### config.mk
export PLATFORM = sky130hd
export DESIGN_NAME = csa_accumulator
export DESIGN_NICKNAME = d
export VERILOG_FILES = /design/src/rtl/csa_pkg.sv /design/src/rtl/reducer3_2_p.sv /design/src/rtl/csa_accumulator.sv
export SDC_FILE = /design/constraint.sdc
export NUM_CORES = 1
export LEC_CHECK = 0
export ABC_AREA = 1
export CAP_MARGIN = 10
export CORE_MARGIN = 5
export CORE_UTILIZATION = 30
export CTS_CLUSTER_SIZE = 16
export DETAILED_ROUTE_END_ITERATION = 8
export PLACE_DENSITY = 0.47
export SYNTH_ARGS = -nofsm -noshare
export SYNTH_HDL_FRONTEND = slang
export SYNTH_SLANG_ARGS = --single-unit
### constraint.sdc
create_clock -name clock -period 2.4 [get_ports clock]
set_input_delay 0.48 -clock clock [delete_from_list [all_inputs] [get_ports clock]]
set_output_delay 0.48 -clock clock [all_outputs]
set_load 0.05 [all_outputs]
### src/rtl/csa_pkg.sv
// Shared types and helpers for the carry-save multi-operand accumulator.
package csa_pkg;

  localparam int unsigned CountW = 8;

  typedef enum logic [1:0] {
    StIdle,
    StAcc,
    StResolve,
    StDone
  } csa_state_e;

  function automatic int unsigned nchunks(int unsigned acc_w, int unsigned chunk);
    return (acc_w + chunk - 1) / chunk;
  endfunction

endpackage

### src/rtl/reducer3_2_p.sv
// Combinational W-bit 3:2 carry-save cell: bitwise sum and majority carry.
module reducer3_2_p #(
  parameter int unsigned W = 36
) (
  input  logic [W-1:0] a_i,
  input  logic [W-1:0] b_i,
  input  logic [W-1:0] c_i,
  output logic [W-1:0] s_o,
  output logic [W-1:0] cy_o
);

  assign s_o  = a_i ^ b_i ^ c_i;
  assign cy_o = (a_i & b_i) | (a_i & c_i) | (b_i & c_i);

endmodule

### src/rtl/csa_accumulator.sv
// Sequential multi-operand adder: 3:2 accumulation per beat, then chunked CPA resolve.
// Define CSA_SIGNED_EN to sign-extend operands (two's-complement result).
module csa_accumulator
  import csa_pkg::*;
#(
  parameter int unsigned WIDTH = 32,
  parameter int unsigned GUARD = 4,
  parameter int unsigned CHUNK = 16
) (
  input  logic                     clock,
  input  logic                     clear_n,
  input  logic                     in_valid,
  output logic                     in_ready,
  input  logic [WIDTH-1:0]         in_data,
  input  logic                     in_last,
  output logic                     out_valid,
  input  logic                     out_ready,
  output logic [WIDTH+GUARD-1:0]   out_sum,
  output logic [CountW-1:0]        out_count
);

  localparam int unsigned AccW      = WIDTH + GUARD;
  localparam int unsigned NChunks   = nchunks(AccW, CHUNK);
  localparam int unsigned ChunkIdxW = (NChunks > 1) ? $clog2(NChunks) : 1;

  csa_state_e            state_q, state_d;
  logic [AccW-1:0]       sum_q, sum_d;
  logic [AccW-1:0]       carry_q, carry_d;
  logic [CountW-1:0]     count_q, count_d;
  logic [ChunkIdxW-1:0]  chunk_q, chunk_d;
  logic                  cpa_c_q, cpa_c_d;
  logic [AccW-1:0]       out_sum_q, out_sum_d;

  logic [AccW-1:0]       x;
  logic [AccW-1:0]       c2;
  logic [AccW-1:0]       red_s, red_cy;
  logic [CHUNK-1:0]      a_chunk, b_chunk;
  logic [CHUNK:0]        chunk_res;
  logic [31:0]           base;
  logic                  accept;

`ifdef CSA_SIGNED_EN
  assign x = {{GUARD{in_data[WIDTH-1]}}, in_data};
`else
  assign x = {{GUARD{1'b0}}, in_data};
`endif

  assign c2 = {carry_q[AccW-2:0], 1'b0};

  reducer3_2_p #(
    .W (AccW)
  ) u_reducer (
    .a_i  (sum_q),
    .b_i  (c2),
    .c_i  (x),
    .s_o  (red_s),
    .cy_o (red_cy)
  );

  assign in_ready  = (state_q == StIdle) || (state_q == StAcc);
  assign out_valid = (state_q == StDone);
  assign out_sum   = out_sum_q;
  assign out_count = count_q;
  assign accept    = in_valid && in_ready;

  // Pick out the current chunk; bits past the top of the accumulator read as zero.
  assign base = 32'(chunk_q) * CHUNK;
  always_comb begin
    a_chunk = '0;
    b_chunk = '0;
    for (int unsigned j = 0; j < CHUNK; j++) begin
      if (base + j < AccW) begin
        a_chunk[j] = sum_q[base + j];
        b_chunk[j] = c2[base + j];
      end
    end
  end

  assign chunk_res = {1'b0, a_chunk} + {1'b0, b_chunk} + (CHUNK + 1)'(cpa_c_q);

  always_comb begin
    state_d   = state_q;
    sum_d     = sum_q;
    carry_d   = carry_q;
    count_d   = count_q;
    chunk_d   = chunk_q;
    cpa_c_d   = cpa_c_q;
    out_sum_d = out_sum_q;
    unique case (state_q)
      StIdle: begin
        if (accept) begin
          sum_d   = x;
          carry_d = '0;
          count_d = CountW'(1);
          chunk_d = '0;
          cpa_c_d = 1'b0;
          state_d = in_last ? StResolve : StAcc;
        end
      end
      StAcc: begin
        if (accept) begin
          sum_d   = red_s;
          carry_d = red_cy;
          if (count_q != {CountW{1'b1}}) count_d = count_q + CountW'(1);
          if (in_last) state_d = StResolve;
        end
      end
      StResolve: begin
        for (int unsigned i = 0; i < AccW; i++) begin
          if ((i / CHUNK) == 32'(chunk_q)) out_sum_d[i] = chunk_res[i % CHUNK];
        end
        cpa_c_d = chunk_res[CHUNK];
        chunk_d = chunk_q + ChunkIdxW'(1);
        if (chunk_q == ChunkIdxW'(NChunks - 1)) state_d = StDone;
      end
      StDone: begin
        if (out_ready) state_d = StIdle;
      end
      default: state_d = StIdle;
    endcase
  end

  always_ff @(posedge clock) begin
    if (!clear_n) begin
      state_q   <= StIdle;
      sum_q     <= '0;
      carry_q   <= '0;
      count_q   <= '0;
      chunk_q   <= '0;
      cpa_c_q   <= 1'b0;
      out_sum_q <= '0;
    end else begin
      state_q   <= state_d;
      sum_q     <= sum_d;
      carry_q   <= carry_d;
      count_q   <= count_d;
      chunk_q   <= chunk_d;
      cpa_c_q   <= cpa_c_d;
      out_sum_q <= out_sum_d;
    end
  end

endmodule
==> Word level (Yosys, flattened, before mapping) <==
Index checks and enable logic that the tools add are counted.
{ "classes": {"add_sub_neg": 19, "mul": 0, "n_div": 0, "order_cmp": 32, "eq_ne": 13, "shifts": 0, "n_mux": 117, "n_bitwise": 7, "reduce_logical": 13} }
{ "ops": {"columns": ["operator", "n"], "rows": [
  ["$lt A32 B6 Y1 const B", 15],
  ["$bmux W1 S6", 30],
  ["$lt A7 B7 Y1 const B", 15],
  ["$mux W36", 2],
  ["$pmux W36 S2", 1],
  ["$and A35 B32 Y35", 2],
  ["$mux W35", 2],
  ["$or A35 B35 Y35", 2],
  ["$pmux W35 S2", 1],
  ["$mux W1", 65],
  ["$add A6 B4 Y7 const B", 8],
  ["$xor A36 B32 Y36", 1],
  ["$xor A36 B36 Y36", 1],
  ["$and A35 B35 Y35", 1],
  ["$add A6 B3 Y7 const B", 4],
  ["$mux W8", 3],
  ["$add A16 B16 Y17", 1],
  ["$add A17 B1 Y17", 1],
  ["$pmux W8 S2", 1],
  ["$add A6 B2 Y7 const B", 2],
  ["$mux W2", 7],
  ["$add A8 B1 Y8 const B", 1],
  ["$ne A2 B2 Y1 const B", 4],
  ["$ne A8 B8 Y1 const B", 1],
  ["21 further kinds", 30]
]} }
{ "word_totals": {"register_bits": 120, "latch_bits": 0, "ram_bits": 0, "mem_bits_ro": 0, "word_cells": 210, "n_memories": 0} }

==> Depth between registers and ports, before layout <==
{ "logic_depth": {"depth_word": 7, "mapped_depth": 17, "mapped_depth_nobuf": 16} }

==> Cells and area by module <==
From an unflattened synthesis, not the netlist that was laid out.
{ "hier_totals": {"hier_cells": 1008, "area_unflattened_um2": 7116.8} }
{ "modules_own_cells": {"columns": ["module", "n_inst", "cells_each", "area_each_um2"], "rows": [
  ["csa_accumulator", 1, 972, 6396.1],
  ["reducer3_2_p", 1, 36, 720.7]
]} }

==> Worst setup path after synthesis <==
Ideal clock, no wire load.
{ "synth_path": {"path_type": "register to register", "startpoint": "register chunk_q[1]", "endpoint": "register out_sum_q[8], in the netlist out_sum[8]", "setup_ns": 0.109, "t_arrival_ns": 2.318, "setup_slack_ns": -0.027, "stages_incl_launch_ff": 17, "n_path_buf": 1, "cell_sequence": "dfxtp_1 buf_2 inv_2 nor2_1 nand2_1 a21oi_1 fa_1 fa_1 nand2_1 nand2_1 and2_4 nand2_1 nand2_1 xnor2_1 nand2_1 nand2_1 inv_1"} }
{ "synth_between": {"elab_chain_len": 6, "elab_cells_between_ends": 75} }
{ "synth_lines": {"columns": ["element", "line", "source"], "rows": [
  ["from (decl)", "csa_accumulator.sv:30", "logic [ChunkIdxW-1:0] chunk_q, chunk_d;"],
  ["from (signal assigned)", "csa_accumulator.sv:137", "chunk_q <= chunk_d;"],
  ["parallel branches: the longest is 6 deep, another holds $lt A32 B6 Y1", null, null],
  ["to (signal assigned)", "csa_accumulator.sv:139", "out_sum_q <= out_sum_d;"],
  ["to (decl)", "csa_accumulator.sv:32", "logic [AccW-1:0] out_sum_q, out_sum_d;"]
]} }
Parallel ways; which one is timed is not known. The select of a mux whose other input is x is not followed.
A chain may end at the register's enable or synchronous reset.

==> Worst setup path after layout <==
{ "layout_path": {"startpoint": "register chunk_q[0]", "endpoint": "register out_sum_q[13], in the netlist out_sum[13]"} }
Same word-level chain as after synthesis.

==> metrics.md <==
| Metric | Value |
|---|---|
| Routed via count | `between 6,000 and 7,000` |
| DRC violations left | `0` |
| First-pass GRT wire length | `approximately 35 mm` |
| Compound-Gate Fraction of Synth Area | `0.202` |
| Share of post-route cells with drive strength above 1 | `0.174` |
| Final cycle utilization of the critical path | `0.989` |
| Post-Syn Instances | `1,036` |
| Hold slack | `about 0.46 ns` |
| Final net count | `about 1,200` |
| Area after DPL | `9020 sq um` |
| EDFF count, synth | `0` |
| Total grt overflow | `0` |
| Fin. Hold Viols | `0` |
| Worst Path Max Fanout | `12` |
| CP Class | `reg -> reg` |
| TritonCTS buffer count | `17` |
| PnR Total Power | `0.0103 W` |
| Max VDD drop | `between 0.0005 and 0.0006 V` |
| CTS tree | `done` |
| Simple-gate area share of the yosys netlist | `0.218` |
| Number of library cell types mapped by synthesis | `40` |
| Netlist Area Pre-Place | `around 7600 sq um` |
| Number of port buffers | `82` |
| Multi-input gate area | `roughly 4400 sq um` |
| Drt total wl | `20.7 mm` |
| Via/cell ratio | `around 4.5` |
| Synthesized area per cell | `roughly 7.4 sq um` |
| Tightest Pin Transition | `0.526 ns` |
| Largest net degree at the start of global routing | `65` |
| Pleak | `4.01 nW` |
| Non-Filler Instances | `around 1,500` |
| Routed WL per cell | `~14 um` |
| Seq/Total Area, Yosys | `0.314` |
| Cell Pwr Density | `1050 nW/um^2` |
| N_diodes | `0` |
| CTS Root Cell | `clkbuf_16` |
| Layout area overhead | `28.5%` |
| Largest family of logic cells by synthesized area | `simple AND/OR/NAND/NOR gates` |
| Final Critical Period | `roughly 2.4 ns` |
| R2r startpoint | `chunk_q[0]$_SDFFE_PN0P_` |
| HP Start | `carry_q[1]$_SDFFE_PN0P_` |
| Drt pass-1 iters | `4` |
| Register area | `roughly 2400 sq um` |
| Max Root-Sink Buffers | `2` |
| Max Transition Viols Final | `0` |
| Clock net sink count | `120` |
| HPWL Detailed | `~15 mm` |
| Worst Setup Start Kind | `flip-flop` |
| GP Congestion | `roughly 0.84` |
| Largest cells by area after synthesis | `dfxtp_1 (31%), nand2_1 (8.9%), inv_1 (8.7%)` |
| Row count | `just under 60` |
| Core area | `25,200 sq um` |
| Post-synthesis mux area share | `0` |
| Worst Hold Class | `reg -> reg` |
| Synth top area share | `0.314` |
| Max-capacitance violation count | `0` |
| 1st-iter DRT viols | `a little over 300` |
| Die width | `170 um` |
| Xor and xnor area share after synthesis | `0.00687` |
| Clock-pin slew on the worst setup and hold paths | `0.06 ns` |
| Final setup viols | `0` |
| CP Launch Point | `chunk_q[0]$_SDFFE_PN0P_` |
| Die area | `around 29,000 sq um` |
| Syn_nets | `roughly 1,100` |
| Flop2flop setup slack | `0.03 ns` |
| Fmax | `~420 MHz` |
| Adder-Cell Fraction of Synth Area | `0.132` |
| Synth area leader | `dfxtp_1` |
| Max-Slew Margin vs Limit | `0.648` |
| H-tree depth | `4` |
| CP required | `between 2 and 3 ns` |
| Seq cells post-synth | `120` |
| Status | `completed` |
| Die H | `170 um` |
| Clk_skew | `approximately 0.0075 ns` |
| RSZ-0062 raised after global routing | `true` |
| Final Cell Area | `a little under 10,000 sq um` |
| CP endpoint kind | `flip-flop` |
| Vias in the first global route | `6,656` |
| TNS Setup | `0 ns` |
| Clk Latency, worst-skew pair | `~0.42 ns` |
| Post-route ant nets | `0` |
| Post-synth top flop | `dfxtp_1` |
| Fillers | `around 2,600` |
| Initial core utilization | `0.304` |
| Yosys warning total | `0` |
| Gr usage total | `0.150` |
| IO Pins | `between 80 and 90` |
| Worst Path Arrival | `2.69 ns` |
| Initial antenna violation count | `0` |
| Share of flip-flops with an asynchronous set or reset | `0` |
| Placed cell count | `between 1,000 and 1,500` |
critical path: stages (launching register included):
cell and delay, ns:
dfxtp_4 0.38, inv_1 0.07, buf_12 0.14, a21oi_1 0.15, o21ai_0 0.12, a21oi_1 0.32, ha_1 0.30, nand2_1 0.06
nand2_1 0.10, nand3b_1 0.15, nand2_2 0.08, nand2_1 0.10, nand2_1 0.06, nand2_1 0.08, nand3_1 0.07, nand2_1 0.07
inv_1 0.03
kinds of logic after synthesis:
kind of cell	count (synthesis)
adder cells (fa/ha/maj)	61
AND/OR/NAND/NOR	387
flip-flops	120
XOR/XNOR	6
AO/OA/AOI/OAI	226
buffers and inverters	236
routing by layer:
| layer | global-route usage | share of wire | vias to the layer above |
|---|---|---|---|
| met1 | 0.216 | 0.52 | 3085 |
| met4 | 0.0413 | 0.012 | 0 |
| met3 | 0.0298 | 0.034 | 15 |
| met5 | 0 | 0 | - |
| li1 | - | - | 3478 |
| met2 | 0.230 | 0.43 | 95 |
stage by stage:
stage	util	setup WS [ns]
after floorplan	-	0.0223
after global placement	0.358	-0.0959
after detailed placement	0.358	-0.138
after CTS	0.385	0.0000140
after global routing	0.390	-0.136
final	0.390	0.0257
cells in the mapped netlist, types with 12 or more instances:
cell type and instances:
nand2_1 182, inv_1 177, dfxtp_1 120, nor2_1 112, a21oi_1 96, o21ai_0 50
a211oi_2 42, nand3_1 40, fa_1 33, ha_1 28, clkbuf_1 24, or2_2 22
a211oi_1 20, buf_2 12
where the power goes:
group          internal, W  switching, W  leakage (nW)
clock              0.00184      0.000946         0.303
combinational      0.00183       0.00313          2.73
sequential         0.00234      0.000202         0.979
total              0.00602       0.00428          4.01
final timing paths:
kind / endpoint / cells after the start
max: out_sum[13]$_SDFFE_PN0P_ / 16
min: carry_q[1]$_SDFFE_PN0P_ / 2
max reg2reg: out_sum[13]$_SDFFE_PN0P_ / 16
min reg2reg: carry_q[1]$_SDFFE_PN0P_ / 2
state kept, by name (all words and copies together) (netlist names):
name and cells:
chunk_q 2, cpa_c_q 1, out_count 8, carry_q 35, state_q 2, out_sum 36, sum_q 36
final cells by class:
class                      count  share of cell area
clock inverter                 7              0.0143
sequential                   120               0.245
tap                          330              0.0420
inverter                     187              0.0718
timing repair buffer         126               0.128
clock buffer                  24              0.0500
multi-input combinational    680               0.449
cells in the final DEF, fill, tap and decap left out, drive strengths merged:
cell           count
a211oi            62
a21oi            100
a31oi              1
and2               1
buf               45
bufinv             4
clkbuf            24
clkdlybuf4s50     81
clkinv             2
clkinvlp           2
dfxtp            120
fa                33
ha                28
inv              186
nand2            186
nand3             42
nand3b             2
nand4              3
nor2             114
nor3               6
o211ai             8
o21a               1
o21ai             52
o221ai             1
o22ai              1
or2               33
xnor2              4
xor2               2
what timing repair did:
| action | 4_1_cts | 5_1_grt |
|---|---|---|
| buffers inserted | 2 | 0 |
| hold endpoints to repair | 0 | 0 |
| gates resized for setup | 8 | 42 |
| hold buffers | 0 | 0 |
| endpoints found under the setup margin | 19 | 27 |
| pin swaps | 2 | 8 |
Power figures use the tool's default switching activity.
==> patch 1: new RTL, config.mk and constraints unchanged <==
`CountW`: 8 -> 9.
--- a/src/rtl/csa_pkg.sv
+++ b/src/rtl/csa_pkg.sv
@@ -1,7 +1,7 @@
 // Shared types and helpers for the carry-save multi-operand accumulator.
 package csa_pkg;
 
-  localparam int unsigned CountW = 8;
+  localparam int unsigned CountW = 9;
 
   typedef enum logic [1:0] {
     StIdle,
Interface: changed (resized out_count); port bits go from 83 to 84. The function was not compared with the original's and may differ.
==> patch 1 against the unedited design <==
- the flow now finishes with violations (setup timing)
- setup slack worse by 59 ps
- sequential share of layout area up 0.98 points
- area after synthesis down 4.4%
- total power down 0.25%
- final area down 3.1%
- die area down 4.2%
- routed wire length up 1.3%
- sequential cell count up 1
- critical path type unchanged
- largest power group unchanged
==> patch 1: results (changes against the unedited design) <==
status:
  status: "finished with violations"
  violations: "setup timing"
yosys:
  synth_cells: 1023  # -1.3%
  synthTopCellsByArea: "dfxtp_1 33%, inv_1 9.3%, nand2_1 9.3%, fa_1 9.0%, a21oi_1 6.8%"
  ys_seq_area_frac: 0.331  # +0.0172
  synth_commonest_cells: "181 x inv_1, 181 x nand2_1, 121 x dfxtp_1"
  synth_nets: 1123  # -0.97%
  synth_cell_types: 34  # -15%
sta:
  setup-tns-final_ps: -33.8  # -33.8 ps
  slew_headroom: 0.654  # +0.00533
  fin_worst_skew_ps: 9.98  # +2.50 ps
  worst_slack_ps: -33.8  # -59.4 ps
  setup_viol: 1  # +1
placed_design:
  dp.cells: 1419  # -1.5%
  place_ws_ps: -54.3  # +84.1 ps
  port_buffers: 83  # +1.2%
  placedInstanceArea_um2: 8670  # -3.9%
  dp_hpwl_um: 15200  # -0.49%
  place.gp.congestion: 0.866  # +2.7%
detailed_routing:
  m1WireLength_um: 10400  # -4.3%
  wl_met3_um: 743  # +6.3%
  dr_wl_met2_um: 9660  # +8.1%
  drt_iter0_markers: 306  # +1.3%
  wl_um: 21000  # +1.3%
  avgViaCountPerCell: 4.52  # about the same
grt:
  grtUsageMet1: 0.205  # -0.0105
  grt_pass1_wl_um: 34500  # -0.66%
  grtUsageMet3: 0.0362  # +0.00637
  grt_max_degree: 75  # +15%
  use_met2: 0.252  # +0.0222
  grt_pass1_vias: 6523  # -2.0%
cells_and_area:
  clock_buffer_count: 19  # -21%
  drive_gt1_frac: 0.138  # -0.0364
  nMultiInputCombCells: 666  # -2.1%
  multi_input_area_um2: 4100  # -7.1%
  stdcell_count: 1458  # -1.1%
  clockNetworkAreaShare: 0.0679  # +0.00364
  fillers: 2523  # -4.1%
  fin_nets: 1221  # -0.73%
  bufAreaShareNonClock: 0.128  # about the same
  regArea_um2: 2430  # +0.78%
hold_path:
  holdPathEnd: "carry_q[24]$_SDFFE_PN0P_"
  min_from: "carry_q[24]$_SDFFE_PN0P_"
clocking:
  cts_setup_buffers: 0  # -2
  clock_sinks: 121  # +0.83%
  cts_resized: 4  # -4
setup_path:
  r2r-end: "out_sum[20]$_SDFFE_PN0P_"
  worstRegToRegCells: 12  # -4
  arrival_ps: 2750  # +60 ps
pwr:
  total_leakage_power_nw: 3.97  # -1.1%
  power.density_nw_per_um2: 1080  # +2.9%
  ir_worst_vdd_v: 0.000425  # -22%
## patch 1: cell types whose count changed in the layout (fill, tap and decap cells not counted), moves of 5 or more
cell	unedited run	this run
a211oi_1	20	63
o21ai_1	6	11
a211oi_2	42	0
nor2_1	112	98
or2_0	7	1
or2_2	22	32
## patch 1: cell families after synthesis
logic type      count (synthesis)  synth area share
buf+inv                       236             0.125
compound gates                229             0.183
simple gates                  369             0.213
xor+xnor                        5           0.00599
fa+ha+maj                      63             0.142
flops                         121             0.331
## patch 1: worst max-delay path by stage
stage	slack [ps]	end	start	cells past startpoint
2_1_floorplan	7	out_sum[8]$_SDFFE_PN0P_	chunk_q[0]$_SDFFE_PN0P_	15
3_3_place_gp	4	out_sum[4]$_SDFFE_PN0P_	chunk_q[0]$_SDFFE_PN0P_	12
3_5_place_dp	-50	out_sum[10]$_SDFFE_PN0P_	chunk_q[0]$_SDFFE_PN0P_	15
4_1_cts	7	out_sum[20]$_SDFFE_PN0P_	chunk_q[0]$_SDFFE_PN0P_	12
5_1_grt	-190	out_sum[24]$_SDFFE_PN0P_	chunk_q[0]$_SDFFE_PN0P_	13
6_report	-30	out_sum[20]$_SDFFE_PN0P_	chunk_q[0]$_SDFFE_PN0P_	12
## patch 1: worst max-delay path: stages (launching register included)
cell and delay (ps):
dfxtp_4 370, buf_8 140, nor2_2 150, buf_4 160
nand2_1 50, a21oi_1 190, ha_1 300, or2_2 290
and2_1 190, buf_4 140, xor2_1 140, o21ai_0 150
inv_1 50
## patch 1: power breakdown
group	leakage, nW	switching [mW]	total, mW	internal, mW
registers	0.986	0.195	2.55	2.36
clock network	0.302	1.02	2.82	1.80
logic	2.68	3.07	4.89	1.82
total	3.97	4.29	10.3	5.98
==> patch 2: new RTL, same flow settings <==
Made on the original files. Re-encode `csa_state_e` (4 states) as Gray code, 2 bits wide.
--- a/src/rtl/csa_pkg.sv
+++ b/src/rtl/csa_pkg.sv
@@ -4,10 +4,10 @@
   localparam int unsigned CountW = 8;
 
   typedef enum logic [1:0] {
-    StIdle,
-    StAcc,
-    StResolve,
-    StDone
+    StIdle    = 2'b00,
+    StAcc     = 2'b01,
+    StResolve = 2'b11,
+    StDone    = 2'b10
   } csa_state_e;
 
   function automatic int unsigned nchunks(int unsigned acc_w, int unsigned chunk);
Behaviour: same outputs for any inputs over 4 cycles, from zero or initial values; so few cycles prove little.
==> patch 2 against the unedited design <==
- count of clock-buffer cells in the layout up 1
- setup slack better by 52 ps
- hold slack worse by 38 ps
- combinational power down 19%
- area after synthesis down 6.4%
- total power down 7.9%
- sequential cell count unchanged
- routed wire length down 2.0%
- final area down 2.6%
- sequential power about the same
==> patch 2: results (changes against the unedited design) <==
status:
  status: "finished, final reports clean"
hold_path:
  holdPathStages: 3  # +1
  holdPathEnd: "out_count[0]$_SDFFE_PN0P_"
  min_from: "clear_n"
clocking:
  cts_setup_buffers: 0  # -2
  cts_resized: 4  # -4
cells_and_area:
  fin_nets: 1185  # -3.7%
  bufAreaShareNonClock: 0.136  # +0.00809
  clock_buffer_count: 25  # +4.2%
  non_clock_inverter_count: 194  # +3.7%
  nMultiInputCombCells: 630  # -7.4%
  n_all_buffers: 127  # +0.79%
  drive_gt1_frac: 0.141  # -0.0325
  fillers: 2492  # -5.3%
  clockNetworkAreaShare: 0.0706  # +0.00628
  regArea_um2: 2410  # +0.10%
detailed_routing:
  wl_um: 20300  # -2.0%
  firstDrtPassIters: 7  # +3
  drt_iter0_markers: 298  # -1.3%
  m1WireLength_um: 10400  # -4.1%
  dr_wl_met2_um: 8830  # -1.2%
  wl_met3_um: 844  # +21%
grt:
  use_met2: 0.230  # +0.000406
  grt_pass1_wl_um: 33000  # -5.1%
  grtUsageMet1: 0.223  # +0.00712
  grt_max_degree: 44  # -32%
  grt_pass1_vias: 6226  # -6.5%
  grtUsageMet3: 0.0297  # -0.000118
setup_path:
  r2r_setup_slack_ps: 80  # +50 ps
  arrival_ps: 2640  # -50 ps
  r2r-end: "out_sum[8]$_SDFFE_PN0P_"
  worstRegToRegCells: 14  # -2
placed_design:
  place_ws_ps: -122  # +16.0 ps
  placedInstanceArea_um2: 8560  # -5.1%
  dp_hpwl_um: 14900  # -2.7%
pwr:
  total_leakage_power_nw: 4.03  # +0.63%
yosys:
  synth_commonest_cells: "184 x inv_1, 169 x nand2_1, 120 x dfxtp_1"
  synth_cell_types: 32  # -20%
  synth_nets: 1085  # -4.3%
die:
  dieArea_um2: 27100  # -6.0%
==> patch 2: how the worst max path moves through the flow <==
stage	endpoint	slack (ps)	from	depth (start not counted)
floorplan	out_sum[24]$_SDFFE_PN0P_	6	chunk_q[0]$_SDFFE_PN0P_	15
global placement	out_sum[8]$_SDFFE_PN0P_	-50	chunk_q[0]$_SDFFE_PN0P_	13
detailed placement	out_sum[8]$_SDFFE_PN0P_	-120	chunk_q[0]$_SDFFE_PN0P_	13
CTS	out_valid	5	state_q[1]$_SDFFE_PN0P_	3
global route	out_sum[30]$_SDFFE_PN0P_	-100	chunk_q[0]$_SDFFE_PN0P_	15
finish	out_sum[8]$_SDFFE_PN0P_	80	chunk_q[1]$_SDFFE_PN0P_	14
==> patch 2: metrics by stage <==
stage,util,cells
3_3_place_gp,0.365,1385
4_1_cts,0.394,1417
3_5_place_dp,0.365,1385
6_report,0.408,1422
5_1_grt,0.408,1422
2_1_floorplan,-,990
==> patch 2: kinds of logic after synthesis <==
family | Yosys count | synth area share
fa+ha+maj | 58 | 0.136
flops | 120 | 0.335
xor+xnor | 7 | 0.00856
compound gates | 243 | 0.199
simple gates | 322 | 0.191
buf+inv | 240 | 0.131
==> patch 2: report_power, final <==
group,internal (mW),total [mW],switching [mW],leakage [nW]
Combinational,1.57,4.01,2.44,2.72
Clock,2.01,2.94,0.934,0.333
Sequential,2.29,2.53,0.232,0.981
Total,5.87,9.48,3.61,4.03
==> patch 2: worst reg2reg max path, cell delays in order (launching register included) <==
cell,delay (ps)
dfxtp_4,370
buf_6,120
ha_2,180
a21oi_2,50
fa_2,390
fa_2,370
nand2_1,70
nand2_1,70
and2_4,160
nand2_2,60
nand2_2,60
xnor2_2,170
nand2_1,70
nand2_1,70
inv_1,30
